--- src/rtl/disp_pkg.sv ---
// Shared types and constants for the multiplexed 4-digit display scanner.
package disp_pkg;

  typedef enum logic [0:0] {
    StBlank,
    StShow
  } disp_state_e;

  localparam logic [1:0] SEL_TIME_TENS  = 2'd0;
  localparam logic [1:0] SEL_TIME_ONES  = 2'd1;
  localparam logic [1:0] SEL_SCORE_TENS = 2'd2;
  localparam logic [1:0] SEL_SCORE_ONES = 2'd3;

  localparam logic [3:0] ANODES_OFF = 4'b1111;

  // Active-low anode pattern lighting only the digit addressed by sel.
  function automatic logic [3:0] anode_for_sel(input logic [1:0] sel);
    logic [3:0] a;
    a = ANODES_OFF;
    case (sel)
      SEL_TIME_TENS:  a = 4'b0111;
      SEL_TIME_ONES:  a = 4'b1011;
      SEL_SCORE_TENS: a = 4'b1101;
      SEL_SCORE_ONES: a = 4'b1110;
      default:        a = ANODES_OFF;
    endcase
    return a;
  endfunction

endpackage

--- src/rtl/disp_prescaler.sv ---
// Phase-duration counter for the display scanner. Counts down from zero (modulo 2^Width)
// so the idle/reset value is 0; tc_o marks the last cycle of a phase of last_i+1 cycles.
module disp_prescaler #(
  parameter int unsigned Width = 20
) (
  input  logic             clk_i,
  input  logic             rst_ni,
  input  logic             en_i,
  input  logic [Width-1:0] last_i,
  output logic             tc_o
);

  logic [Width-1:0] cnt_q, cnt_d;
  logic [Width-1:0] tc_val;

  // Terminal value is -(last_i) in two's complement, i.e. last_i decrements below zero.
  assign tc_val = '0 - last_i;
  assign tc_o   = (cnt_q == tc_val);

  // Hold while disabled; restart at zero after the terminal cycle so the next phase starts clean.
  always_comb begin
    cnt_d = cnt_q;
    if (en_i) begin
      if (tc_o) begin
        cnt_d = '0;
      end else begin
        cnt_d = cnt_q - Width'(1);
      end
    end
  end

  // Counter register.
  always_ff @(posedge clk_i or negedge rst_ni) begin
    if (!rst_ni) begin
      cnt_q <= '0;
    end else begin
      cnt_q <= cnt_d;
    end
  end

endmodule

--- src/rtl/disp_scan_ctrl.sv ---
// Scan controller for a 4-digit multiplexed 7-segment display (time + score).
// Optional build macro: DISP_LEAD_ZERO_BLANK_EN keeps a zero tens digit dark.
module disp_scan_ctrl
  import disp_pkg::*;
#(
  parameter int unsigned REFRESH_DIV = 100000,
  parameter int unsigned DEAD_CYCLES = 16
) (
  input  logic       clk,
  input  logic       rst_n,
  input  logic       en,
  input  logic       upd_req,
  input  logic [7:0] upd_time,
  input  logic [7:0] upd_score,
  output logic       upd_ack,
  output logic [3:0] time_tens,
  output logic [3:0] time_ones,
  output logic [3:0] score_tens,
  output logic [3:0] score_ones,
  output logic [1:0] sel,
  output logic [3:0] an,
  output logic       frame_tick
);

  localparam int unsigned MaxLen = (REFRESH_DIV > DEAD_CYCLES) ? REFRESH_DIV : DEAD_CYCLES;
  localparam int unsigned CntW   = $clog2(MaxLen);

  disp_state_e      state_q, state_d;
  logic [1:0]       sel_q, sel_d;
  logic [CntW-1:0]  phase_last;
  logic             phase_tc;
  logic             advance;
  logic             frame_edge;
  logic             commit;
  logic             capture;

  logic             pend_full_q, pend_full_d;
  logic [15:0]      pend_q, pend_d;
  logic [15:0]      digits_q, digits_d;
  logic             ack_q;
  logic             tick_q;

  assign phase_last = (state_q == StShow) ? CntW'(REFRESH_DIV - 1) : CntW'(DEAD_CYCLES - 1);

  disp_prescaler #(
    .Width (CntW)
  ) u_prescaler (
    .clk_i  (clk),
    .rst_ni (rst_n),
    .en_i   (en),
    .last_i (phase_last),
    .tc_o   (phase_tc)
  );

  assign advance    = en && phase_tc;
  assign frame_edge = advance && (state_q == StShow) && (sel_q == SEL_SCORE_ONES);
  assign commit     = frame_edge && pend_full_q;
  // A commit empties the buffer on the same edge, so a coincident offer still fits.
  assign capture    = upd_req && (!pend_full_q || commit);

  // Phase sequencing: BLANK -> SHOW -> BLANK, advancing the digit on each SHOW exit.
  always_comb begin
    state_d = state_q;
    sel_d   = sel_q;
    case (state_q)
      StBlank: begin
        if (advance) state_d = StShow;
      end
      StShow: begin
        if (advance) begin
          state_d = StBlank;
          sel_d   = sel_q + 2'd1;
        end
      end
      default: state_d = StBlank;
    endcase
  end

  // Pending buffer and committed digits; commit only happens at a frame boundary.
  always_comb begin
    pend_full_d = pend_full_q;
    pend_d      = pend_q;
    digits_d    = digits_q;
    if (commit) begin
      digits_d    = pend_q;
      pend_full_d = 1'b0;
    end
    if (capture) begin
      pend_d      = {upd_time, upd_score};
      pend_full_d = 1'b1;
    end
  end

  // State, buffer and pulse registers.
  always_ff @(posedge clk or negedge rst_n) begin
    if (!rst_n) begin
      state_q     <= StBlank;
      sel_q       <= SEL_TIME_TENS;
      pend_full_q <= 1'b0;
      pend_q      <= '0;
      digits_q    <= '0;
      ack_q       <= 1'b0;
      tick_q      <= 1'b0;
    end else begin
      state_q     <= state_d;
      sel_q       <= sel_d;
      pend_full_q <= pend_full_d;
      pend_q      <= pend_d;
      digits_q    <= digits_d;
      ack_q       <= capture;
      tick_q      <= frame_edge;
    end
  end

  // Anode drive: dark during BLANK or when disabled, else light the selected digit.
  always_comb begin
    an = ANODES_OFF;
    if (en && (state_q == StShow)) begin
      an = anode_for_sel(sel_q);
`ifdef DISP_LEAD_ZERO_BLANK_EN
      if (digits_q[15:12] == 4'd0) an[3] = 1'b1;
      if (digits_q[7:4] == 4'd0) an[1] = 1'b1;
`endif
    end
  end

  assign sel        = sel_q;
  assign upd_ack    = ack_q;
  assign frame_tick = tick_q;
  assign time_tens  = digits_q[15:12];
  assign time_ones  = digits_q[11:8];
  assign score_tens = digits_q[7:4];
  assign score_ones = digits_q[3:0];

endmodule
--- config.mk ---
export PLATFORM = sky130hd
export DESIGN_NAME = disp_scan_ctrl
export DESIGN_NICKNAME = d
export VERILOG_FILES = /design/src/rtl/disp_pkg.sv /design/src/rtl/disp_prescaler.sv /design/src/rtl/disp_scan_ctrl.sv
export SDC_FILE = /design/constraint.sdc
export NUM_CORES = 1
export LEC_CHECK = 0
export CORE_MARGIN = 5
export CORE_UTILIZATION = 59
export CTS_CLUSTER_SIZE = 14
export DETAILED_ROUTE_END_ITERATION = 6
export PLACE_DENSITY = 0.86
export SYNTH_ARGS = -nofsm -noshare
export SYNTH_HDL_FRONTEND = slang
export SYNTH_HIERARCHICAL = 1
export SYNTH_SLANG_ARGS = --single-unit
--- constraint.sdc ---
create_clock -name clk -period 8.2 [get_ports clk]
set_input_delay 1.64 -clock clk [delete_from_list [all_inputs] [get_ports clk]]
set_output_delay 1.64 -clock clk [all_outputs]
set_load 0.005 [all_outputs]
## Word level (Yosys, flattened, before mapping)

Index checks and enable logic that the tools add are counted.

| storage, ports and cells | value |
|---|---|
| latch bits | 0 |
| flip-flop bits (word level) | 55 |
| input port bits | 20 |
| memory bits (writable) | 0 |
| memories kept | 0 |
| memory bits (read-only) | 0 |
| logic and storage cells | 36 |

| cells by class | value |
|---|---|
| $mul | 0 |
| reduce and logical (&&, ||, !) cells | 11 |
| mux-type cells | 9 |
| $add $sub $neg | 3 |
| bitwise gates (word level) | 1 |
| equality and inequality tests | 4 |
| order comparisons | 0 |
| shift-type cells | 0 |
| divide/modulo/power cells | 0 |

Operator list:

| cell | count |
|---|---|
| $mux W17 | 2 |
| $eq A17 B17 Y1 | 1 |
| $sub A1 B17 Y17 const A | 1 |
| $sub A17 B1 Y17 const B | 1 |
| $pmux W4 S4 | 1 |
| $logic_and A1 B1 Y1 | 6 |
| $eq A2 B2 Y1 const B | 2 |
| $mux W1 | 4 |
| $mux W4 | 1 |
| $add A2 B1 Y2 const B | 1 |
| $eq A2 B1 Y1 const B | 1 |
| $logic_not A2 Y1 | 1 |
| $pmux W1 S2 | 1 |
| $reduce_and A2 Y1 | 1 |
| $reduce_bool A2 Y1 | 1 |
| $logic_not A1 Y1 | 1 |
| $logic_or A1 B1 Y1 | 1 |
| $not A1 Y1 | 1 |

## Logic depth before layout (Yosys ltp)

Gate-level depths: netlist of run 1.

| depth | value |
|---|---|
| depth after elaboration | 10 |
| mapped depth | 14 |

## Cells and area by module

The synthesis of run 1 kept the hierarchy.

By module, submodules not included:

| module | instances | sequential area each (um^2) | area each (um^2) | cells each |
|---|---|---|---|---|
| disp_scan_ctrl | 1 | 950.9 | 1587.8 | 95 |
| disp_prescaler | 1 | 425.4 | 1475.2 | 164 |

## Worst setup path before layout of run 1

Ideal clock, no wire load.

| path | value |
|---|---|
| path type | input-to-output |
| start point | input port en |
| end point | output port an[0] |
| setup slack | 4.848 ns |
| arrival | 1.712 ns |
| path buffers | 0 |
| stages | 1 |
| required time | 6.560 ns |
| cells stage by stage | nand3_1 |

| on the way | value |
|---|---|
| cells in the longest elaborated chain, start to end | 2 |

RTL lines:

| element | RTL line | text |
|---|---|---|
| start, declared | disp_scan_ctrl.sv:11 | `input logic en,` |
| $logic_and A1 B1 Y1 | disp_scan_ctrl.sv:118 | `if (en && (state_q == StShow)) begin` |
| $mux W4 | disp_scan_ctrl.sv:118 |  |
| end, declared | disp_scan_ctrl.sv:21 | `output logic [3:0] an,` |

No other way between the ends.

## Worst setup path in the final report of run 1

| path | value |
|---|---|
| start point | input port en |
| end point | output port an[1] |

Same word-level chain as after synthesis.

==> results of run 1 <==
## per-stage QoR
step	total power [W]	utilization [%]	std cells	worst slack, ps
2_1_floorplan	0.000517	-	308	4850
4_1_cts	0.000775	75.8	425	3660
5_1_grt	0.000823	75.8	425	3600
3_5_place_dp	0.000565	73.1	417	3660
6_report	0.000773	75.8	425	3670
3_3_place_gp	0.000555	73.1	417	3690
## state kept, by name, summed over array words and instances, names as in the netlist
register / count
sel: 2
u_prescaler/cnt_q: 17
upd_ack: 1
pend_full_q: 1
state_q: 1
pend_q: 16
frame_tick: 1
digits_q: 16
## worst max-delay path, delay by kind of cell
| kind | cells | cell delay [ps] |
|---|---|---|
| buffers and inverters | 2 | 1140 |
| AND/OR/NAND/NOR | 1 | 110 |
## final timing paths
check | start | cells past startpoint | slack [ps] | end
max | en | 3 | 3670 | an[1]
min | pend_q[2]$_DFFE_PN0P_ | 1 | 510 | pend_q[2]$_DFFE_PN0P_
max reg2reg | state_q$_DFF_PN0_ | 11 | 4710 | pend_q[6]$_DFFE_PN0P_
min reg2reg | pend_q[2]$_DFFE_PN0P_ | 1 | 510 | pend_q[2]$_DFFE_PN0P_
max in group asynchronous | rst_n | 2 | 6310 | digits_q[2]$_DFFE_PN0P_
min in group asynchronous | rst_n | 2 | 1420 | digits_q[12]$_DFFE_PN0P_
## synth_stat cells, types with 4 or more instances
library cell,instances
dfrtp_1,55
mux2_4,19
xnor2_1,19
nor2_1,16
xor2_1,15
mux2_2,13
inv_1,11
nor2_2,11
nand3_1,9
ha_1,7
nor4_1,7
nand2_1,6
nor3_1,6
nand3b_1,4
nand4_1,4
o21ai_0,4
## power by group through the flow
stage | Clock, W | Combinational [W] | Sequential, W
finish | 0.000211 | 0.000188 | 0.000373
global route | 0.000229 | 0.000212 | 0.000382
CTS | 0.000214 | 0.000188 | 0.000373
detailed placement | 0 | 0.000187 | 0.000378
global placement | 0 | 0.000181 | 0.000374
floorplan | 0 | 0.000155 | 0.000362
## cell type report
class / count / area, sq um
repair buffers: 44 / 433
clock buffers: 5 / 68.8
multi-input cells: 237 / 1770
fillers: 347 / 1230
flip-flops and latches: 55 / 1380
well taps: 70 / 87.6
clock inverters: 3 / 67.6
inverters: 11 / 41.3
## layer usage
layer	up-vias	share of wire [%]	track usage, %
met3	9	4.6	4.71
met2	43	51	32.6
met1	1003	43	24.3
li1	1048	-	-
met5	-	0	0
met4	0	2.0	7.97
## logic make-up (layout without fill, tap and decap cells)
kind of cell | after synthesis | after routing | synth area share (%)
AND/OR/NAND/NOR | 92 | 92 | 19.1
flip-flops | 55 | 55 | 44.9
XOR/XNOR | 34 | 34 | 9.72
multiplexers | 33 | 33 | 14.4
AO/OA/AOI/OAI | 20 | 20 | 5.47
buffers and inverters | 16 | 63 | 3.23
adder cells (fa/ha/maj) | 7 | 7 | 2.86
other | 2 | 51 | 0.245
==> qor.csv, run 1 <==
metric;value;unit
Data required, critical path;6560;ps
DRT Wirelength;5670;um
Final ANT Viol Nets;0;
worst path cell trace;clkdlybuf4s50_1, nand3_1, clkdlybuf4s50_1;
vias per std cell;4.95;
most used cell, CP;clkdlybuf4s50_1;
antenna fix cells;0;
Post-CTS Hold Buffers;0;
sw frac;30.7;%
Worst-Skew Late Latency;310;ps
Pwr Density;201;nW/um^2
P&R area growth vs syn;25.6;%
Synth area leader;dfrtp_1;
ranking of synthesized cells by area;dfrtp_1 (45%), mux2_4 (9.3%), xnor2_1 (5.4%);
CTS buffer count;5;
Yosys reg bits;55;
final hold violation count;0;
Max transition margin;31.0;%
Worst Setup Path Type;in -> out;
area of the core;5070;sq um
grt ovf;0;
DPL Wire Length;4230;um
Max clock buf depth;2;
P_leak;1.82;nW
Main synth FF type;dfrtp_1;
root buffer cell;clkbuf_8;
crit path max fanout;11;
Initial Utilization;60.4;%
Syn Area/Cell;11.8;sq um
Worst Max-Slew Pin Slew;1030;ps
drt first pass iters;4;
synthesized area;3060;sq um
NumNets Final;381;
Initial DRC Count;57;
post-layout min period;4530;ps
share of the synthesized area in the top cell type;44.9;%
Layout Skew;5.87;ps
register area share after synthesis;44.9;%
Placed Area;3710;sq um
H-tree levels;2;
status;complete, no violations;
most common cell after layout, fill and taps aside;dfrtp_1;
cells after synthesis;259;
final instance area;3850;sq um
sequential power share;48.3;%
Critical Path AT;2890;ps
standard-cell rows;26;
vias in the first global route;2187;
Final period util;55.3;%
first-pass GRT wire length;10100;um
slowest stage delay, CP;650;ps
Die Y;82.1;um
Wirelength per Cell;13.3;um
placer congestion estimate;0.826;
Port Buffers;43;
most frequent cells in the layout;dfrtp_1 (55), conb_1 (51), clkdlybuf4s50_1 (42);
CP max-delay cell;clkdlybuf4s50_1;
largest net degree at the start of global routing;56;
layout cells sized above 1;19.7;%
crit end category;output pin;
Worst Hold Class;reg -> reg;
post-CTS sizing;0;
Ports;44;
worst hold slack;510;ps
Total GRT Usage;19.5;%
Comb power frac;24.3;%
sum of negative setup slack;0;ps
CTS clock-pin slew for the worst setup and hold paths;90;ps
DRC violations left;0;
cell internal pwr;0.000535;W
clock power share;27.4;%
Die Span X;82.1;um
VDD IR max;0.000144;V
Clock Sinks;55;
Post-CTS Setup Bufs;0;
RSZ-0062 raised after global routing;no;
Slew Viols, Final;0;
Startpoint Class;primary input;
max cap viols;0;
DR vias;2103;
Post-synth EDFFs;0;
Yosys cell types;55;
Psw;0.000237;W
TritonCTS clock tree;done;
final setup fails;0;
Syn. warnings;6;
asr flop ratio synth;100;%
Peak Freq;221;MHz
initial antenna violation count;0;
DIE AREA;6730;sq um
No activity file was read; power rests on OpenSTA's default activity.
==> inputs of run 2 (changes only) <==
--- a/config.mk
+++ b/config.mk
@@ -6,10 +6,10 @@
 export NUM_CORES = 1
 export LEC_CHECK = 0
 export CORE_MARGIN = 5
-export CORE_UTILIZATION = 59
+export CORE_UTILIZATION = 55
 export CTS_CLUSTER_SIZE = 14
 export DETAILED_ROUTE_END_ITERATION = 6
-export PLACE_DENSITY = 0.86
+export PLACE_DENSITY = 0.8
 export SYNTH_ARGS = -nofsm -noshare
 export SYNTH_HDL_FRONTEND = slang
 export SYNTH_HIERARCHICAL = 1
==> constraint.sdc (replaced) <==
create_clock -name clk -period 4.5 [get_ports clk]
set_input_delay 0.9 -clock clk [delete_from_list [all_inputs] [get_ports clk]]
set_output_delay 0.9 -clock clk [all_outputs]
set_load 0.005 [all_outputs]
==> qor.csv, run 2 (same netlist as run 1, synthesis figures left out) <==
metric;value;unit;change
post-layout min period;3200;ps;
Critical Path AT;3390;ps;+500 ps
Post-CTS Hold Buffers;0;;unchanged
Finished Layout Cells;428;;+0.71%
Max transition margin;50.2;%;+19 points
Final ANT Viol Nets;0;;unchanged
grt ovf;0;;unchanged
Fill cells;438;;+26%
Slew Viols, Final;0;;unchanged
RSZ-0062 raised after global routing;no;;
Max clock buf depth;2;;unchanged
VDD IR max;0.000205;V;+42%
Biggest register;u_prescaler/cnt_q;;
crit end category;register;;
final setup fails;0;;unchanged
Data required, critical path;4690;ps;-1870 ps
Worst Max-Slew Pin Slew;741;ps;-294 ps
drt first pass iters;4;;unchanged
most common cell after layout, fill and taps aside;dfrtp_1;;
Final period util;71.1;%;
antenna fix cells;0;;unchanged
Clock Sinks;55;;unchanged
final hold violation count;0;;unchanged
P&R area growth vs syn;24.1;%;
CTS clock-pin slew for the worst setup and hold paths;90;ps;about the same
Ports;44;;unchanged
final instance area;3800;sq um;-1.2%
DIE AREA;7160;sq um;+6.4%
Post-CTS Setup Bufs;0;;unchanged
max cap viols;0;;unchanged
NumNets Final;382;;+0.26%
DRT Wirelength;5740;um;+1.1%
vias in the first global route;2198;;+0.50%
Die Y;84.6;um;+3.1%
crit path max fanout;17;;+6
Total GRT Usage;17.2;%;-2.3 points
root buffer cell;clkbuf_8;;
placer congestion estimate;0.774;;-6.2%
DR vias;2147;;+2.1%
Worst Hold Class;reg -> reg;;
Layout Skew;5.93;ps;+0.0601 ps
placed cells;420;;+0.72%
P_leak;1.80;nW;-0.92%
largest net degree at the start of global routing;56;;unchanged
Die Span X;84.6;um;+3.1%
Placed Area;3720;sq um;+0.27%
Worst-Skew Late Latency;300;ps;about the same
Worst Setup Path Type;reg -> reg;;
post-CTS sizing;0;;unchanged
area of the core;5470;sq um;+7.8%
Wirelength per Cell;13.4;um;+0.40%
Port Buffers;43;;unchanged
Initial Utilization;56.0;%;-4.4 points
standard-cell rows;27;;+3.8%
worst hold slack;499;ps;-11.1 ps
CTS buffer count;5;;unchanged
Initial DRC Count;100;;+75%
Startpoint Class;register;;
most frequent cells in the layout;dfrtp_1 (55), conb_1 (51), clkdlybuf4s50_1 (42);;
first-pass GRT wire length;10100;um;about the same
DPL Wire Length;4360;um;+3.0%
TritonCTS clock tree;done;;
layout cells sized above 1;19.4;%;-0.34 points
initial antenna violation count;0;;unchanged
vias per std cell;5.02;;+1.4%
number of flip-flops in the largest register;17;;unchanged
status;complete, no violations;;
Peak Freq;312;MHz;
Pwr Density;339;nW/um^2;+69%
DRC violations left;0;;unchanged
H-tree levels;2;;unchanged
biggest regs;u_prescaler/cnt_q (17), digits_q (16), pend_q (16);;
sum of negative setup slack;0;ps;unchanged
-- run 2: changes by cell type in the layout (fill, tap and decap cells not counted) --
cell / before / now
bufinv_16: 2 / 0
clkinvlp_4: 1 / 0
clkbuf_1: 0 / 2
buf_4: 1 / 2
clkinv_2: 0 / 1
-- run 2: critical path, stage by stage, from the launching register on --
cell	delay [ps]
dfrtp_1	780
xnor2_1	210
o31ai_2	100
nand4_1	160
nor4_2	310
o211ai_2	210
nor2_1	180
and2_1	150
ha_1	250
a21bo_2	210
nand2_4	180
mux2_4	350
-- run 2: report_power, final --
part / internal [W] / total (W) / switching [W]
registers: 0.000575 / 0.000683 / 0.000108
logic: 0.000178 / 0.000345 / 0.000167
clock network: 0.000110 / 0.000260 / 0.000151
total: 0.000863 / 0.00129 / 0.000426
-- run 2: final timing paths --
path / end / depth (start not counted) / slack (ps) / from
worst max-delay path: pend_q[10]$_DFFE_PN0P_ / 11 / 1300 / state_q$_DFF_PN0_
worst min-delay path: digits_q[3]$_DFFE_PN0P_ / 1 / 500 / pend_q[3]$_DFFE_PN0P_
worst max register to register: pend_q[10]$_DFFE_PN0P_ / 11 / 1300 / state_q$_DFF_PN0_
worst min register to register: digits_q[3]$_DFFE_PN0P_ / 1 / 500 / pend_q[3]$_DFFE_PN0P_
max in group asynchronous: digits_q[1]$_DFFE_PN0P_ / 2 / 3330 / rst_n
min in group asynchronous: pend_q[10]$_DFFE_PN0P_ / 2 / 710 / rst_n
-- run 2: area by class of cell --
class | count | area (sq um) | share of cell area (%)
Clock buffer | 7 | 76.3 | 2.01
Timing Repair Buffer | 45 | 440 | 11.6
Inverter | 11 | 41.3 | 1.09
Sequential cell | 55 | 1380 | 36.2
Multi-Input combinational cell | 237 | 1770 | 46.6
Clock inverter | 1 | 5.00 | 0.132
Tap cell | 72 | 90.1 | 2.37
-- run 2: metal layers --
metal	global-route usage, %	vias to the layer above	wire, um
li1	-	1055	-
met1	20.5	1025	2450
met2	29.6	51	2860
met3	4.42	16	267
met4	6.91	0	157
met5	0	-	0
-- run 2: through the flow --
| step | util (%) | worst slack (ps) | power (W) |
|---|---|---|---|
| floorplan | - | 1550 | 0.000941 |
| global placement | 68.0 | 1360 | 0.00102 |
| detailed placement | 68.0 | 1310 | 0.00104 |
| CTS | 69.5 | 1280 | 0.00130 |
| global route | 69.5 | 1030 | 0.00137 |
| finish | 69.5 | 1300 | 0.00129 |
